### src/rtl/memory_arbiter.sv
// Single-ported RAM responder for the instruction and data request ports.
// Data accesses win, but iREN is forced through after DSTREAK data grants.
module memory_arbiter #(
    parameter int ADDR_W  = 32,
    parameter int DATA_W  = 32,
    parameter int DSTREAK = 4
) (
    input  logic              CLK,
    input  logic              nRST,
    input  logic              iREN,
    input  logic [ADDR_W-1:0] iaddr,
    output logic              iwait,
    output logic [DATA_W-1:0] iload,
    input  logic              dREN,
    input  logic              dWEN,
    input  logic [ADDR_W-1:0] daddr,
    input  logic [DATA_W-1:0] dstore,
    output logic              dwait,
    output logic [DATA_W-1:0] dload,
    output logic              ramREN,
    output logic              ramWEN,
    output logic [ADDR_W-1:0] ramaddr,
    output logic [DATA_W-1:0] ramstore,
    input  logic [DATA_W-1:0] ramload,
    input  logic              ramready
);

    localparam logic [1:0] IDLE = 2'd0;
    localparam logic [1:0] IACC = 2'd1;
    localparam logic [1:0] DRD  = 2'd2;
    localparam logic [1:0] DWR  = 2'd3;

    localparam int SW = $clog2(DSTREAK + 1);
    localparam logic [SW-1:0] SMAX = SW'(DSTREAK);

    logic [1:0]        state, state_n;
    logic [SW-1:0]     streak, streak_n;
    logic [ADDR_W-1:0] addr;
    logic [DATA_W-1:0] data;
    logic              dreq, starve, live;

    assign dreq   = dREN | dWEN;
    assign starve = iREN && dreq && (streak == SMAX);

    // Requester still holding the request that owns the current access
    always_comb begin
        live = 1'b0;
        unique case (state)
            IACC:    live = iREN;
            DRD:     live = dREN;
            DWR:     live = dWEN;
            default: live = 1'b0;
        endcase
    end

    always_comb begin
        state_n  = state;
        streak_n = streak;
        if (state == IDLE) begin
            if (starve) begin
                state_n  = IACC;
                streak_n = '0;
            end else if (dreq) begin
                state_n = dWEN ? DWR : DRD;
                if (!iREN)
                    streak_n = '0;
                else if (streak != SMAX)
                    streak_n = streak + SW'(1);
            end else if (iREN) begin
                state_n  = IACC;
                streak_n = '0;
            end else begin
                streak_n = '0;
            end
        end else if (!live || ramready) begin
            state_n = IDLE;
        end
    end

    always_ff @(posedge CLK or negedge nRST) begin
        if (!nRST) begin
            state  <= IDLE;
            streak <= '0;
            addr   <= '0;
            data   <= '0;
        end else begin
            state  <= state_n;
            streak <= streak_n;
            if (state == IDLE) begin
                if (state_n == IACC)
                    addr <= iaddr;
                else if (state_n == DRD)
                    addr <= daddr;
                else if (state_n == DWR) begin
                    addr <= daddr;
                    data <= dstore;
                end
            end
        end
    end

    // Strobes and wait pulses also qualify on the live request so aborts drop same cycle
    assign ramREN   = ((state == IACC) && iREN) || ((state == DRD) && dREN);
    assign ramWEN   = (state == DWR) && dWEN;
    assign iwait    = !((state == IACC) && iREN && ramready);
    assign dwait    = !((((state == DRD) && dREN) ||
                         ((state == DWR) && dWEN)) && ramready);
    assign ramaddr  = addr;
    assign ramstore = data;
    assign iload    = ramload;
    assign dload    = ramload;

endmodule

### config.mk
export PLATFORM = sky130hd
export DESIGN_NAME = memory_arbiter
export DESIGN_NICKNAME = d
export VERILOG_FILES = /design/src/rtl/memory_arbiter.sv
export SDC_FILE = /design/constraint.sdc
export NUM_CORES = 1
export LEC_CHECK = 0
export ABC_AREA = 1
export BUFFER_PORTS_ARGS = -buffer_cell sky130_fd_sc_hd__buf_4
export CORE_ASPECT_RATIO = 0.7
export CORE_UTILIZATION = 37
export CTS_CLUSTER_DIAMETER = 100
export CTS_CLUSTER_SIZE = 24
export DETAILED_ROUTE_END_ITERATION = 8
export HOLD_SLACK_MARGIN = 0.08
export PLACE_DENSITY = 0.88
export SETUP_SLACK_MARGIN = 0.15
export SYNTH_ARGS = -nofsm -noshare
export SYNTH_HDL_FRONTEND = slang
export SYNTH_SLANG_ARGS = --single-unit
### constraint.sdc
create_clock -name CLK -period 2.06 [get_ports CLK]
set_input_delay 0.206 -clock CLK [delete_from_list [all_inputs] [get_ports CLK]]
set_output_delay 0.206 -clock CLK [all_outputs]
set_load 0.005 [all_outputs]
==> metrics <==
area of the die=0.0106 mm2; largest family of logic cells by synthesized area=buffers and inverters; top post-synthesis cells by count=dfrtp_1 (69), buf_4 (64), nand2_1 (43), inv_1 (42), nor2_1 (38); Final Setup Violations=0; number of buffers added on ports=169; synth top area cells=dfrtp_1 (46%), buf_4 (13%), mux2i_1 (8.5%), a21oi_2 (6.5%), nand2_1 (4.3%); cell with the most instances after synthesis=dfrtp_1; Detail Route Antenna Nets=0; crit-path leading delay family=buffers and inverters; Total Power=8.98 mW; Cell Count, Final, Fillers Out=661; clock slew at reported path FFs=0.06 ns; Slew headroom=41.5%; Iteration-0 DRC Markers=98; worst slew pin tran=0.877 ns; Total Routing Usage GR=18.8%; kind of end point of the critical path=flop; Area after DPL=0.00468 mm2; Mapped Nets=531; compound-gate portion of the synthesized area=12.0%; pin count of the biggest net entering global routing=70; Worst setup SP type=flop; layout cells sized above 1=60.8%; insertion delay to the later sink of the worst-skew pair=0.33 ns; initial antenna violation count=0; Syn. warnings=0; worst hold margin=0.116 ns; Ports=266; area leader, netlist=dfrtp_1; Antenna Cells=0; # fillers=804; post-synthesis mux area share=8.53%; clk sinks=69; Final Hold Violating Endpoints=0; post-DR wirelength/cell=15.4 um; fmax=0.504 GHz; Clock Path Buffers=2; Seq/Total Area, Yosys=46.0%; asr flop ratio synth=100%; share of the synthesized area in the top cell type=46.0%; CTS tree=yes; total gr overflow=0; Slew Limit Fails=0; Initial Utilization=38.5%; Syn Area/Cell=9.58 um2; Crit-path slowest cell=dfrtp_1; Yosys reg bits=69; flop-to-flop setup slack=0.08 ns; cell area after layout=0.00583 mm2; worst vdd ir=0.734 mV; Synth Instances=392; RSZ-0062 raised after global routing=yes; placed insts=618; vias per cell=4.68; PwrDens=1540 mW/mm2; GPL Wtd Cong=0.742; setup_tns=0 ns; simple-gate portion of the synthesized area=11.0%; adder-cell share of the synthesized area=1.67%; Clock Skews=0.00765 ns; Rows=30; H-tree Lvls=3; Die Ht=86.3 um; first-pass GRT wire length=15.0 mm; Critical Path Max Stage Delay=0.38 ns; clk root buf=clkbuf_16; CP Class=flop to flop; Post-Syn Area=0.00376 mm2; die width=122 um; Synth-to-Final Area Change=55.3%; nets@finish=668; routed wire length=10.2 mm; vias in the first global route=3,117; Post-synth EDFFs=0; hpwl dp=6.29 mm; HP Class=input pin to flop; Critical Path AT=2.19 ns; via count=3,096; Pre-Repair DR Iteration Count=4; fin crit period=1.98 ns; core area=0.00976 mm2; Pleak=2.86 nW; cell repeated most along the worst path=nand2_2; most used flip-flop cell after synthesis=dfrtp_1; status=finished, final reports clean; detailed-route DRC error count=0; WP data required=2.27 ns; Post-Synth XOR/XNOR Area=0%; Netlist cell types=19; Buf/Inv on CP=4; period utilization=96.3%; CP Max Fanout=8; worst-path cell chain=inv_2 > ha_4 > nand2_4 > inv_2 > nand2_2 > nand2_2 > nand2_2 > nand2_2 > buf_6 > ha_4 > buf_16 > mux2i_2 > a21oi_2; Max Cap Viol=0; Num CTS Buffers=9
[area by class of cell]
class | instances | area, um2 | share of cell area, %
repair buffers | 207 | 1870 | 32.0
flip-flops and latches | 69 | 1730 | 29.6
multi-input cells | 199 | 1630 | 27.9
clock buffers | 11 | 233 | 3.99
inverters | 43 | 166 | 2.85
well taps | 128 | 160 | 2.75
clock inverters | 4 | 50.0 | 0.858
[power breakdown]
| part | switching [mW] | internal [mW] | total [mW] |
|---|---|---|---|
| clock | 0.552 | 0.928 | 1.48 |
| combinational | 2.18 | 2.88 | 5.06 |
| sequential | 0.448 | 1.99 | 2.44 |
| total | 3.18 | 5.80 | 8.98 |
[through the flow]
step	utilization, %	setup slack, ns
2_1_floorplan	-	0.135
3_3_place_gp	48.0	0.0577
3_5_place_dp	48.0	-0.0678
4_1_cts	56.7	0.113
5_1_grt	59.8	-0.0314
6_report	59.8	0.0759
[layout by cell type (no fill, tap or decap), types with 2 or more instances in the layout]
| master | instances |
|---|---|
| o21ai_0 | 3 |
| nand3_2 | 2 |
| mux2i_1 | 8 |
| clkbuf_1 | 2 |
| dfrtp_1 | 67 |
| inv_2 | 6 |
| mux2i_2 | 13 |
| a21oi_2 | 29 |
| mux2i_4 | 11 |
| nor2_8 | 2 |
| dfrtp_2 | 2 |
| buf_4 | 182 |
| a21oi_1 | 5 |
| o21ai_2 | 10 |
| inv_1 | 36 |
| nand2_1 | 20 |
| o21ai_1 | 22 |
| nor2_1 | 37 |
| clkinvlp_4 | 2 |
| buf_16 | 7 |
| bufbuf_16 | 2 |
| ha_4 | 4 |
| buf_6 | 6 |
| nand4_1 | 3 |
| clkbuf_16 | 10 |
| nand2_2 | 16 |
| nand2_4 | 7 |
| nand3_1 | 4 |
| buf_12 | 6 |
[worst paths after layout]
path,startpoint,to,cells past startpoint
max reg2reg,streak[0]$_DFFE_PN0P_,ramaddr[11]$_DFFE_PN0P_,13
max in group asynchronous,nRST,state[1]$_DFF_PN0_,2
min,dstore[11],ramstore[11]$_DFFE_PN0P_,3
min in group asynchronous,nRST,ramstore[1]$_DFFE_PN0P_,2
min reg2reg,ramstore[4]$_DFFE_PN0P_,ramstore[4]$_DFFE_PN0P_,2
max,streak[0]$_DFFE_PN0P_,ramaddr[11]$_DFFE_PN0P_,13
[cells by family (layout without fill, tap and decap cells)]
kind of cell,count (synthesis),in the layout
AND/OR/NAND/NOR,93,93
adder cells (fa/ha/maj),5,5
buffers and inverters,124,265
AO/OA/AOI/OAI,69,69
flip-flops,69,69
multiplexers,32,32
[state kept, by name (all words and copies together) (netlist names)]
| name | cells |
|---|---|
| ramaddr | 32 |
| ramstore | 32 |
| streak | 3 |
| state | 2 |
[what timing repair did]
action | 4_1_cts | 5_1_grt
gates cloned | 11 | 1
endpoints found under the setup margin | 64 | 64
buffers inserted | 13 | 2
pin swaps | 13 | 10
hold endpoints to repair | 69 | 0
hold buffers | 1 | 0
resized for setup | 58 | 55
[routing by layer]
metal,vias up,global-route usage (%),wire length [um]
met5,-,0,0
li1,1466,-,-
met1,1476,23.0,4210
met4,0,7.54,231
met3,27,5.92,665
met2,127,30.8,5070
[worst reg2reg max path: cells and delay by family, from the launching register on]
| family | cells | cell delay, ns |
|---|---|---|
| AO/OA/AOI/OAI | 1 | 0.08 |
| adder cells (fa/ha/maj) | 2 | 0.38 |
| buffers and inverters | 4 | 0.47 |
| flip-flops | 1 | 0.38 |
| multiplexers | 1 | 0.24 |
| AND/OR/NAND/NOR | 5 | 0.32 |
No activity file was read; power rests on OpenSTA's default activity.
